<file path="src/rtl/registro_universal_pkg.sv">
// Shared op-code definitions for registro_universal and its cells.
package registro_universal_pkg;

    localparam int unsigned OP_W = 3;

    localparam logic [OP_W-1:0] OP_HOLD = 3'b000;
    localparam logic [OP_W-1:0] OP_LOAD = 3'b001;
    localparam logic [OP_W-1:0] OP_SHL  = 3'b010;
    localparam logic [OP_W-1:0] OP_SHR  = 3'b011;
    localparam logic [OP_W-1:0] OP_ROL  = 3'b100;
    localparam logic [OP_W-1:0] OP_ROR  = 3'b101;
    localparam logic [OP_W-1:0] OP_INC  = 3'b110;
    localparam logic [OP_W-1:0] OP_DEC  = 3'b111;

endpackage

</file>
<file path="src/rtl/registro_universal_celda.sv">
// celda_universal: one storage bit with async active-low reset, sync clear and enable.
module celda_universal (
    input  logic clk,
    input  logic reset,
    input  logic clr,
    input  logic en,
    input  logic d,
    output logic q
);

    logic bit_q;

    // Reset and clear dominate; otherwise capture d when enabled.
    always_ff @(posedge clk or negedge reset) begin
        if (!reset) begin
            bit_q <= 1'b0;
        end else if (clr) begin
            bit_q <= 1'b0;
        end else if (en) begin
            bit_q <= d;
        end
    end

    assign q = bit_q;

endmodule

</file>
<file path="src/rtl/registro_universal.sv">
// registro_universal: WIDTH-bit hold/load/shift/rotate/count register.
// Optional feature: define REGU_COUNT_EN to build the up/down counter and tc flag;
// without it ops 110/111 act as hold and tc is constant 0.
module registro_universal
    import registro_universal_pkg::*;
#(
    parameter int unsigned WIDTH = 8
) (
    input  logic             clk,
    input  logic             reset,
    input  logic             clr,
    input  logic             carga,
    input  logic [OP_W-1:0]  op,
    input  logic [WIDTH-1:0] d,
    input  logic             sl_in,
    input  logic             sr_in,
    output logic [WIDTH-1:0] q,
    output logic             so,
    output logic             tc
);

    logic [WIDTH-1:0] word_q;
    logic [WIDTH-1:0] word_d;
    logic             so_q;
    logic             so_d;

    // Next word and serial-out value for the selected operation.
    always_comb begin
        word_d = word_q;
        so_d   = so_q;
        unique case (op)
            OP_LOAD: word_d = d;
            OP_SHL: begin
                word_d = {word_q[WIDTH-2:0], sl_in};
                so_d   = word_q[WIDTH-1];
            end
            OP_SHR: begin
                word_d = {sr_in, word_q[WIDTH-1:1]};
                so_d   = word_q[0];
            end
            OP_ROL: begin
                word_d = {word_q[WIDTH-2:0], word_q[WIDTH-1]};
                so_d   = word_q[WIDTH-1];
            end
            OP_ROR: begin
                word_d = {word_q[0], word_q[WIDTH-1:1]};
                so_d   = word_q[0];
            end
`ifdef REGU_COUNT_EN
            OP_INC:  word_d = word_q + WIDTH'(1);
            OP_DEC:  word_d = word_q - WIDTH'(1);
`endif
            default: word_d = word_q;
        endcase
    end

    // Storage: one cell per bit, enabled only while carga is high.
    for (genvar i = 0; i < WIDTH; i++) begin : g_cell
        celda_universal u_cell (
            .clk   (clk),
            .reset (reset),
            .clr   (clr),
            .en    (carga),
            .d     (word_d[i]),
            .q     (word_q[i])
        );
    end

    // Serial-out flop, same reset/clear/enable behaviour as the word.
    always_ff @(posedge clk or negedge reset) begin
        if (!reset) begin
            so_q <= 1'b0;
        end else if (clr) begin
            so_q <= 1'b0;
        end else if (carga) begin
            so_q <= so_d;
        end
    end

`ifdef REGU_COUNT_EN
    logic tc_q;
    logic tc_d;

    // Terminal count: set only when an enabled count wraps, cleared by any other enabled op.
    always_comb begin
        tc_d = 1'b0;
        if (op == OP_INC) begin
            tc_d = &word_q;
        end else if (op == OP_DEC) begin
            tc_d = ~|word_q;
        end
    end

    // Terminal-count flop.
    always_ff @(posedge clk or negedge reset) begin
        if (!reset) begin
            tc_q <= 1'b0;
        end else if (clr) begin
            tc_q <= 1'b0;
        end else if (carga) begin
            tc_q <= tc_d;
        end
    end

    assign tc = tc_q;
`else
    assign tc = 1'b0;
`endif

    assign q  = word_q;
    assign so = so_q;

endmodule

</file>
<file path="config.mk">
export PLATFORM = sky130hd
export DESIGN_NAME = registro_universal
export DESIGN_NICKNAME = d
export VERILOG_FILES = /design/src/rtl/registro_universal_pkg.sv /design/src/rtl/registro_universal_celda.sv /design/src/rtl/registro_universal.sv
export SDC_FILE = /design/constraint.sdc
export NUM_CORES = 1
export LEC_CHECK = 0
export BUFFER_PORTS_ARGS = -buffer_cell sky130_fd_sc_hd__buf_2
export CAP_MARGIN = 15
export CORE_MARGIN = 3
export CORE_UTILIZATION = 50
export DETAILED_ROUTE_END_ITERATION = 8
export MAX_ROUTING_LAYER = met4
export PLACE_DENSITY = 0.87
export RECOVER_POWER = 25
export SLEW_MARGIN = 30
export SYNTH_ARGS = -nofsm -noshare
export SYNTH_HDL_FRONTEND = slang
export SYNTH_SLANG_ARGS = --single-unit
</file>
<file path="constraint.sdc">
create_clock -name clk -period 1.72 [get_ports clk]
set_clock_uncertainty 0.05 [all_clocks]
set_input_delay 0.172 -clock clk [delete_from_list [all_inputs] [get_ports clk]]
set_output_delay 0.172 -clock clk [all_outputs]
set_load 0.01 [all_outputs]
</file>
==> summary.txt <==
Worst Path Arrival - 1.43 ns
Resize count post-CTS - 0
VDD IR-drop max - 0.433 mV
Initial Util - 57.3%
Die Width - 43.1 µm
net count after synthesis - 96
latest clock arrival within the worst-skew pair - 0.26 ns
Placer Congestion - 0.811
Hold Crit Start - clr
DR vias/cell - 5.53
via count of the first global-routing pass - 602
final hold violation count - 0
finished layout cell area - 782 µm²
worst hold slack - 0.0633 ns
maximum operating frequency - 734 MHz
Port Buffers - 25
sequential-to-total area share from yosys stat - 32.7%
startpoint type of the worst setup path - register
worst path setup slack after routing - 0.358 ns
CTS root buf - clkbuf_4
Total Negative Setup Slacks - 0 ns
floorplan die area - 0.00186 mm²
global route total overflow - 0
distinct cell type count of the synthesized netlist - 22
total setup violations reported at the end of the flow - 0
outcome - finished clean
Avg WL per Cell - 12.7 µm
overall fraction of global-route tracks in use - 18.6%
first-pass GRT wire length - 2550 µm
share of the clock period used by the worst path - 79.2%
synthesized flop and latch total - 9
max cap viols - 0
H-tree Lvls - 1
Power Dens Cells - 671 mW/mm²
Post-CTS Setup Repair Bufs - 0
layout cells sized above 1 - 34.7%
post-route non-filler standard cell count - 112
category of the critical setup timing path - reg2reg
antenna violations before repair - 0
placed cells - 107
synthesis-to-finish area growth - 13.6%
Floorplan Core Area - 0.00120 mm²
DRC viols - 0
post-synthesis average cell area - 8.71 µm²
number of buffers inserted during clock tree synthesis - 3
commonest non-fill, non-tap cells in the layout - 24 x buf_2, 9 x nand2_1, 9 x nor2_1, 9 x dfrtp_1
worst reg2reg path startpoint - g_cell[7].u_cell.q
most common library cell in the layout ignoring fill and taps - buf_2
Sinks on Clock Net - 9
standby leakage power - 0.000396 µW
number of buffers between clock root and the deepest sink - 2
yosys synthesis warning count - 0
half-perimeter wire length after detailed placement - 1120 µm
placement-stage worst setup slack - 0.263 ns
critical path startpoint - g_cell[7].u_cell.q
routed via count - 619
drt first-iter violations - 14
internal reg-to-reg setup slack - 0.36 ns
vertical die dimension - 43.1 µm
area of the mapped netlist - 688 µm²
setup repair after global routing missed its margin - no
count of filler cells inserted in the layout - 115
final net count - 116
Max Fanout on Critical Path - 4
Final Routed Wirelength - 1420 µm
row count - 12
antenna cells - 0
post-place instance area - 747 µm²
final max-slew violation count - 0
Worst setup EP type - register
Routed Antenna Nets - 0
post-synthesis cell count - 79
maximum number of pins on one net before global-route repair - 15
Boundary Pins - 27
Pre-antenna DRT Iters - 4
required time of the critical path - 1.79 ns
class of the most critical hold timing path - in2reg
clock-pin slew reported for the worst setup and hold paths after clock tree synthesis - 0.06 ns
Final Critical Period - 1.36 ns
CTS tree - built
-- per-stage QoR --
stage	power, µW	util [%]
global route	570	65.1
CTS	532	65.2
detailed placement	366	62.2
global placement	362	62.2
floorplan	332	-
finish	524	65.1
-- critical path: stages (launching register included) --
cell,delay (ns)
dfrtp_1,0.40
and2b_2,0.21
a2111oi_0,0.42
o31ai_1,0.14
-- per-layer routing --
metal	track usage [%]	share of wire, %	wire length [µm]
met1	23.0	41	588
met2	28.6	51	727
met3	7.63	7.0	99
met4	3.61	0.42	6
met5	-	0	0
-- synth_stat cells (all sizes together) --
| cell type | count | area (µm²) |
|---|---|---|
| o31a | 1 | 8.76 |
| buf | 12 | 91.3 |
| o21ai | 7 | 35.0 |
| o22ai | 2 | 12.5 |
| nor2 | 9 | 33.8 |
| nand4b | 1 | 8.76 |
| xnor2 | 1 | 16.3 |
| a31oi | 1 | 21.3 |
| inv | 2 | 7.51 |
| and2b | 2 | 17.5 |
| o31ai | 2 | 15.0 |
| conb | 1 | 3.75 |
| a21oi | 9 | 48.8 |
| or3 | 1 | 11.3 |
| nand2 | 9 | 33.8 |
| a2111oi | 2 | 17.5 |
| dfrtp | 9 | 225 |
| mux2i | 8 | 80.1 |
-- state kept, by name, summed over array words and instances (netlist names) --
register         flops
g_cell.u_cell.q      8
so                   1
-- power by group --
part           total, µW  internal [µW]  switching (µW)  leakage [µW]
clock                161           89.3            71.7     0.0000150
sequential           235            223            11.9      0.000123
combinational        129           57.3            71.3      0.000258
-- worst paths after layout --
check | endpoint | depth (start not counted)
max | g_cell[0].u_cell.q | 3
min | so | 2
max reg2reg | g_cell[0].u_cell.q | 3
min reg2reg | g_cell[7].u_cell.q | 2
max in group asynchronous | g_cell[1].u_cell.q | 2
min in group asynchronous | so | 2
-- timing repair --
action | CTS | global route
setup endpoints to repair | 0 | 0
hold buffers | 1 | 0
endpoints found under the hold margin | 9 | 0
-- layout make-up --
type | instances | area, µm² | share of cell area, %
Multi-Input combinational cell | 56 | 364 | 46.6
Sequential cell | 9 | 225 | 28.8
Inverter | 2 | 7.51 | 0.960
Tap cell | 14 | 17.5 | 2.24
Clock buffer | 4 | 26.3 | 3.36
Timing Repair Buffer | 27 | 141 | 18.1
-- logic make-up (layout without fill, tap and decap cells) --
group / count (synthesis) / after routing / share of synthesized area (%)
simple gates: 22 / 22 / 15.3
buf+inv: 14 / 33 / 14.4
flops: 9 / 9 / 32.7
mux: 8 / 8 / 11.6
xor+xnor: 1 / 1 / 2.36
compound gates: 24 / 24 / 23.1
other cells: 1 / 1 / 0.545
Power figures use the tool's default switching activity.
